### config.mk
export PLATFORM = sky130hd
export DESIGN_NAME = imm_encoder
export DESIGN_NICKNAME = d
export VERILOG_FILES = /design/src/rtl/imm_encoder_pkg.sv /design/src/rtl/imm_encoder_pack.sv /design/src/rtl/imm_encoder.sv
export SDC_FILE = /design/constraint.sdc
export NUM_CORES = 1
export LEC_CHECK = 0
export ABC_AREA = 0
export BUFFER_PORTS_ARGS = -buffer_cell sky130_fd_sc_hd__buf_2
export CAP_MARGIN = 20
export CORE_ASPECT_RATIO = 1.5
export CORE_MARGIN = 10
export CORE_UTILIZATION = 30
export CTS_CLUSTER_SIZE = 12
export DETAILED_ROUTE_END_ITERATION = 8
export PLACE_DENSITY = 0.51
export SLEW_MARGIN = 40
export SYNTH_ARGS = -nofsm -noshare
export SYNTH_HDL_FRONTEND = slang
export SYNTH_HIERARCHICAL = 1
export SYNTH_SLANG_ARGS = --single-unit
### constraint.sdc
create_clock -name clk -period 2.91 [get_ports clk]
set_clock_uncertainty 0.2 [all_clocks]
set_input_delay 0.291 -clock clk [delete_from_list [all_inputs] [get_ports clk]]
set_output_delay 0.291 -clock clk [all_outputs]
set_load 0.01 [all_outputs]
### src/rtl/imm_encoder_pkg.sv
// Shared definitions for the immediate encoder: format coding, range limits
// and the per-format range test.
package imm_encoder_pkg;

    typedef enum logic [1:0] {
        IMM_I = 2'b00,
        IMM_S = 2'b01,
        IMM_B = 2'b10,
        IMM_J = 2'b11
    } imm_fmt_t;

    localparam logic signed [63:0] IMM12_MIN = -64'sd2048;
    localparam logic signed [63:0] IMM12_MAX = 64'sd2047;
    localparam logic signed [63:0] IMM13_MIN = -64'sd4096;
    localparam logic signed [63:0] IMM13_MAX = 64'sd4094;
    localparam logic signed [63:0] IMM21_MIN = -64'sd1048576;
    localparam logic signed [63:0] IMM21_MAX = 64'sd1048574;

    function automatic logic immOutOfRange(input logic signed [63:0] imm, input imm_fmt_t fmt);
        logic bad;
        case (fmt)
            IMM_B:   bad = (imm < IMM13_MIN) || (imm > IMM13_MAX);
            IMM_J:   bad = (imm < IMM21_MIN) || (imm > IMM21_MAX);
            default: bad = (imm < IMM12_MIN) || (imm > IMM12_MAX);
        endcase
        return bad;
    endfunction

endpackage

### src/rtl/imm_encoder_pack.sv
// Scatters the low immediate bits into the selected format's fields,
// leaving every other template bit untouched.
module imm_encoder_pack
    import imm_encoder_pkg::*;
(
    input  logic [31:0] tmpl,
    input  logic [20:0] imm,
    input  imm_fmt_t    fmt,
    output logic [31:0] word
);

    always_comb begin
        word = tmpl;
        case (fmt)
            IMM_I: word[31:20] = imm[11:0];
            IMM_S: begin
                word[31:25] = imm[11:5];
                word[11:7]  = imm[4:0];
            end
            IMM_B: begin
                word[31]    = imm[12];
                word[30:25] = imm[10:5];
                word[11:8]  = imm[4:1];
                word[7]     = imm[11];
            end
            IMM_J: begin
                word[31]    = imm[20];
                word[30:21] = imm[10:1];
                word[20]    = imm[11];
                word[19:12] = imm[19:12];
            end
        endcase
    end

endmodule

### src/rtl/imm_encoder.sv
// Two-stage immediate encoder: S1 checks range/alignment and keeps the low
// immediate bits, S2 holds the packed word; valid/ready on both sides.
module imm_encoder
    import imm_encoder_pkg::*;
#(
    parameter int CNT_W = 16
) (
    input  logic             clk,
    input  logic             reset,
    input  logic             in_valid,
    output logic             in_ready,
    input  logic [31:0]      in_instr,
    input  logic [63:0]      in_imm,
    input  logic [1:0]       in_imm_src,
    output logic             out_valid,
    input  logic             out_ready,
    output logic [31:0]      out_instr,
    output logic             out_err_range,
    output logic             out_err_align,
    output logic [CNT_W-1:0] err_count
);

    function automatic logic [CNT_W-1:0] satInc(input logic [CNT_W-1:0] v);
        return (&v) ? v : v + {{(CNT_W-1){1'b0}}, 1'b1};
    endfunction

    logic               vld_p1;
    logic [31:0]        instr_p1;
    imm_fmt_t           fmt_p1;
    logic [20:0]        immLow_p1;
    logic               errRange_p1;
    logic               errAlign_p1;

    logic               vld_p2;
    logic [31:0]        instr_p2;
    logic               errRange_p2;
    logic               errAlign_p2;
    logic [CNT_W-1:0]   errCount;

    imm_fmt_t           fmtIn;
    logic signed [63:0] immIn;
    logic               stage2Ready;
    logic [31:0]        packedWord;

    assign fmtIn       = imm_fmt_t'(in_imm_src);
    assign immIn       = signed'(in_imm);
    assign stage2Ready = !vld_p2 || out_ready;
    assign in_ready    = !vld_p1 || stage2Ready;

    // Stage p0 -> p1: capture template and format, precompute the error flags
    always_ff @(posedge clk) begin
        if (in_valid && in_ready) begin
            instr_p1    <= in_instr;
            fmt_p1      <= fmtIn;
            immLow_p1   <= in_imm[20:0];
            errRange_p1 <= immOutOfRange(immIn, fmtIn);
            errAlign_p1 <= in_imm_src[1] & in_imm[0];
        end
    end

    imm_encoder_pack u_pack (
        .tmpl (instr_p1),
        .imm  (immLow_p1),
        .fmt  (fmt_p1),
        .word (packedWord)
    );

    // Stage p1 -> p2: packed word and flags become the output register
    always_ff @(posedge clk) begin
        if (reset) begin
            vld_p1      <= 1'b0;
            vld_p2      <= 1'b0;
            instr_p2    <= '0;
            errRange_p2 <= 1'b0;
            errAlign_p2 <= 1'b0;
            errCount    <= '0;
        end else begin
            if (in_ready) begin
                vld_p1 <= in_valid;
            end
            if (stage2Ready) begin
                vld_p2 <= vld_p1;
                if (vld_p1) begin
                    instr_p2    <= packedWord;
                    errRange_p2 <= errRange_p1;
                    errAlign_p2 <= errAlign_p1;
                end
            end
            if (vld_p2 && out_ready && (errRange_p2 || errAlign_p2)) begin
                errCount <= satInc(errCount);
            end
        end
    end

    assign out_valid     = vld_p2;
    assign out_instr     = instr_p2;
    assign out_err_range = errRange_p2;
    assign out_err_align = errAlign_p2;
    assign err_count     = errCount;

endmodule

==> results_dict.tcl, run 1 <==
set metrics [dict create \
    grt.overflow.total 0 \
    finalSetupViolCount 0 \
    tightest_slew_ns 0.722 \
    post-place-cells 729 \
    post-route-worst-setup-slack_ns 0.663 \
    critical_path.startpoint "in_imm[20]" \
    finalHoldViolations 0 \
    syn_area_sq_um 4300 \
    routed-via-count 3644 \
    critical_path.cell_chain "dlygate4sd3_1 > buf_2 > nor4_1 > nand4_1 > nor3_1 > nand3_1 > o221ai_1 > o211ai_1" \
    synth.net_count 527 \
    antenna_left 0 \
    share_clk_of_total_power_pct 38.0 \
    worst_setup_start_kind "input pin" \
    post_synth_inst_count 419 \
    final.min_clock_period_ns 2.25 \
    dp_hpwl_mm 9.30 \
    antenna_found_initial 0 \
    worst_ir_drop_vdd_v 0.000236 \
    routed-wl-met2_mm 6.12 \
    route.top_layer_used "met4" \
    combinationalPowerShare_pct 10.4 \
    hold_depth 1 \
    drt-wirelength-per-cell_um 15.2 \
    slew_violations 0 \
    mostFrequentLayoutCell "sky130_fd_sc_hd__buf_2" \
    internal-power_mw 2.34 \
    critPathMaxStageDelay_ns 0.53 \
    cts_setup_buffers 0 \
    clock_latency_reported_for_the_late_side_of_the_worst_skew_pair_ns 0.34 \
    worstSetupEndpointType "register" \
    rsz0062_at_grt "no" \
    routed_wl_mm 12.0 \
    critical_path_required_ns 2.78 \
    status "finished clean" \
    design_power_total_mw 3.10 \
    power_per_unit_of_standard_cell_area_nw_per_um2 526 \
    synth_area_per_cell_sq_um 10.3 \
    routabilityCongestion 0.852 \
    buffer_ports.inserted 146 \
    global_route_usage_sum_pct 12.2 \
    arrival_ns 2.12 \
    cts.sink_count 102 \
    clock_tree.root_cell "sky130_fd_sc_hd__clkbuf_16" \
    rows 53 \
    worstPathMaxFanout 3 \
    seq_power_share_pct 51.6 \
    timing_worst_setup_path_type "input pin to register" \
    route.detailed.drc 0 \
    fp.dieW_um 118 \
    io_pins 154 \
    post_cts_resized 0 \
    leakagePower_nw 2.35 \
    area_growth_pct 37.2 \
    design.final.nets 704 \
    hold_path.startpoint "in_imm[11]" \
    floorplan.die_area_sq_um 19600 \
    maximum_number_of_pins_on_one_net_before_global_route_repair 39 \
    r2r_setup_slack_ns 0.81 \
    core_area_sq_um 14100 \
    m1WireLength_mm 5.01 \
    die_h_um 167 \
    cts.reportedPaths.clkPinSlew_ns 0.07 \
    wire_length_of_the_first_global_routing_pass_mm 19.6 \
    route.detailed.vias_per_inst 4.60 \
    clock_tree.buffer_depth 2 \
    holdBufCountCts 48 \
    clock_tree_from_tritoncts "done" \
    drt_iter0_drc 147 \
    worstHoldPathType "input pin to register" \
    holdWs_ns 0.0357 \
    timing.reg2reg.worst_path_depth 7 \
    mostFrequentLayoutCells "sky130_fd_sc_hd__buf_2, sky130_fd_sc_hd__nand2_1, sky130_fd_sc_hd__dfxtp_1" \
    num-fill-cells 1427 \
    routed_met3_length_um 650 \
    antenna_cells 0 \
    fraction_of_final_layout_cells_with_drive_strength_greater_than_1_pct 30.6 \
    sw_frac_of_total_pct 24.7 \
    tcrit_tclk_final_pct 77.2 \
    clock_tree.htree_level_count 3 \
    crit-reg2reg-launch "err_count[0]" \
    finalSetupTns_ns 0 \
    fin_cells 793 \
    drt_pass1_iterations 4 \
    pre_cts_ws_ns 0.676 \
    achievable-frequency_ghz 0.445 \
    initial_core_util_pct 30.6 \
    crit_slowest_cell "sky130_fd_sc_hd__dlygate4sd3_1" \
    synth_warnings 6 \
    first_global_vias 3918 \
    timing.max_slew.rel_slack_pct 51.9 \
    cts_inserted_buffers 9 \
    total_net_switching_power_uw 766 \
    maxCapViolCount 0 \
]
==> power groups by stage <==
stage                     registers, mW  clock network, mW  logic (mW)
after floorplan                    1.64                  0       0.135
after global placement             1.64                  0       0.272
after detailed placement           1.64                  0       0.277
after CTS                          1.60               1.21       0.329
after global routing               1.61               1.28       0.360
final                              1.60               1.18       0.323
==> final timing paths <==
check,to
hold reg to reg,out_instr[13]
setup reg to reg,err_count[8]
setup / recovery,errRange_p1
hold / removal,immLow_p1[11]
==> stage by stage <==
step	util [%]	area, sq um
floorplan	-	4300
global placement	36.5	5130
detailed placement	36.5	5130
CTS	42.0	5910
global route	42.0	5910
finish	42.0	5910
==> metal layers <==
| metal | vias to the layer above | global-route usage, % |
|---|---|---|
| met5 | - | 0 |
| met4 | 0 | 5.18 |
| met3 | 15 | 3.08 |
| met2 | 122 | 22.1 |
| met1 | 1678 | 13.2 |
| li1 | 1829 | - |
==> worst max-delay path: cells and delay by family <==
kind,cells,cell delay (ns)
buffers and inverters,2,0.67
AND/OR/NAND/NOR,4,0.84
AO/OA/AOI/OAI,2,0.32
==> cell type report <==
class | count | area (sq um) | area share (%)
Sequential cell | 102 | 2540 | 43.0
Multi-Input combinational cell | 273 | 1530 | 26.0
Timing Repair Buffer | 198 | 1250 | 21.2
Tap cell | 192 | 240 | 4.07
Clock buffer | 10 | 229 | 3.88
Clock inverter | 6 | 62.6 | 1.06
Inverter | 12 | 45.0 | 0.763
==> registers in the layout (all words and copies together) (netlist names) <==
name           count
out_instr         32
out_err_align      1
vld_p1             1
immLow_p1         21
err_count         16
instr_p1          25
errRange_p1        1
errAlign_p1        1
fmt_p1             2
out_err_range      1
out_valid          1
(Power assumes the default switching activity.)
==> inputs of run 2 (changes only) <==
ABC_AREA = 1   (was 0)
PLACE_DENSITY = 0.52   (was 0.51)
clock period = 2 ns   (was 2.91 ns; I/O delays follow)
==> results_dict.tcl, run 2 <==
set metrics [dict create \
    routabilityCongestion 0.763 \
    buffer_ports.inserted 146 \
    largest_register_ff_count 32 \
    final.min_clock_period_ns 1.82 \
    io_pins 154 \
    rows 57 \
    pre_cts_ws_ns 0.239 \
    initial_core_util_pct 30.4 \
    syn_area_sq_um 4900 \
    worstPathMaxFanout 4 \
    critical_path.startpoint "in_imm[14]" \
    worst_setup_start_kind "input pin" \
    clock_latency_reported_for_the_late_side_of_the_worst_skew_pair_ns 0.34 \
    hold_path.startpoint "reset" \
    power_per_unit_of_standard_cell_area_nw_per_um2 712 \
    r2r_setup_slack_ns 0.24 \
    route.detailed.drc 0 \
    arrival_ns 1.69 \
    clock_tree.buffer_depth 2 \
    worstSetupEndpointType "register" \
    synth.net_count 737 \
    drt_pass1_iterations 4 \
    floorplan.die_area_sq_um 21900 \
    worst_ir_drop_vdd_v 0.000366 \
    antenna_found_initial 0 \
    antenna_left 0 \
    drt-wirelength-per-cell_um 13.3 \
    design_power_total_mw 4.73 \
    mostFrequentLayoutCells "sky130_fd_sc_hd__nand2_1, sky130_fd_sc_hd__nor2_1, sky130_fd_sc_hd__buf_2" \
    cts_inserted_buffers 9 \
    achievable-frequency_ghz 0.550 \
    worstHoldEndpoint "err_count[12]" \
    status "finished clean" \
    finalSetupTns_ns 0 \
    hold_depth 3 \
    timing_worst_setup_path_type "input pin to register" \
    timing.reg2reg.worst_path_depth 11 \
    finalSetupViolCount 0 \
    fp.dieW_um 124 \
    worstHoldPathType "input pin to register" \
    dp_hpwl_mm 11.0 \
    route.detailed.vias_per_inst 4.31 \
    rsz0062_at_grt "no" \
    routed_wl_mm 13.8 \
    first_global_vias 4788 \
    cts.reportedPaths.clkPinSlew_ns 0.07 \
    global_route_usage_sum_pct 12.6 \
    die_h_um 176 \
    clock_tree.htree_level_count 3 \
    grt.overflow.total 0 \
    area_growth_pct 35.7 \
    design.final.nets 930 \
    clock_tree.root_cell "sky130_fd_sc_hd__clkbuf_16" \
    fraction_of_final_layout_cells_with_drive_strength_greater_than_1_pct 22.9 \
    core_area_sq_um 16100 \
    post_synth_inst_count 629 \
    routed-via-count 4457 \
    worst_r2r_endpoint "err_count[11]" \
    clock_tree_from_tritoncts "done" \
    finalHoldViolations 0 \
    synth_warnings 6 \
    synth_area_per_cell_sq_um 7.79 \
    mostFrequentLayoutCell "sky130_fd_sc_hd__nand2_1" \
    timing.max_slew.rel_slack_pct 67.8 \
    tcrit_tclk_final_pct 90.9 \
    slew_violations 0 \
    cts.sink_count 102 \
    leakagePower_nw 2.88 \
    drt_iter0_drc 234 \
    crit-reg2reg-launch "err_count[0]" \
    tightest_slew_ns 0.483 \
    maxCapViolCount 0 \
    maximum_number_of_pins_on_one_net_before_global_route_repair 51 \
    critical_path_required_ns 1.88 \
    antenna_cells 0 \
    post-route-worst-setup-slack_ns 0.182 \
    wire_length_of_the_first_global_routing_pass_mm 23.0 \
]
==> run 2: cell type report <==
| type | count | area (sq um) |
|---|---|---|
| Fill cell | 1737 | 9470 |
| Sequential cell | 102 | 2540 |
| Multi-Input combinational cell | 469 | 2060 |
| Timing Repair Buffer | 210 | 1360 |
| Tap cell | 206 | 258 |
| Clock buffer | 10 | 250 |
| Inverter | 30 | 121 |
| Clock inverter | 6 | 57.6 |
==> run 2: worst max path at each step <==
stage	end
global placement	errRange_p1
CTS	errRange_p1
floorplan	errAlign_p1
global route	err_count[6]
detailed placement	errRange_p1
finish	errRange_p1
==> run 2: worst max-delay path, stage by stage <==
cell	delay, ns
sky130_fd_sc_hd__dlygate4sd3_1	0.55
sky130_fd_sc_hd__buf_2	0.15
sky130_fd_sc_hd__nor2_1	0.13
sky130_fd_sc_hd__nor3b_2	0.22
sky130_fd_sc_hd__nand2_1	0.07
sky130_fd_sc_hd__nor2_1	0.08
sky130_fd_sc_hd__nand2_1	0.05
sky130_fd_sc_hd__nand3_1	0.06
sky130_fd_sc_hd__nand2_1	0.05
sky130_fd_sc_hd__nand2_1	0.05
sky130_fd_sc_hd__nand3_1	0.09
==> run 2: per-layer routing <==
metal	vias up	routed length [um]	global-route usage [%]
met3	12	675	2.85
met2	108	7440	24.2
met5	-	0	0
li1	2398	-	-
met4	0	226	4.77
met1	1939	5440	13.0
==> run 2: where the power goes <==
group	total (mW)	leakage [nW]	internal (mW)	switching [mW]
Combinational	0.606	1.82	0.276	0.329
Clock	1.77	0.153	0.952	0.820
Sequential	2.35	0.914	2.31	0.0453
==> run 2: what timing repair did <==
| action | 4_1_cts | 5_1_grt |
|---|---|---|
| resized for setup | 0 | 1 |
| hold endpoints to repair | 51 | 0 |
| hold buffers | 50 | 0 |
| buffers inserted | 0 | 0 |
| endpoints found under the setup margin | 0 | 1 |
==> run 2: stage by stage <==
step	utilization, %	cell area [sq um]	instances	hold WS (ns)
2_1_floorplan	-	4910	629	0.0691
3_3_place_gp	36.2	5830	967	0.176
3_5_place_dp	36.2	5830	967	0.178
4_1_cts	41.2	6640	1033	0.0355
5_1_grt	41.2	6650	1033	0.0535
6_report	41.2	6650	1033	0.0381
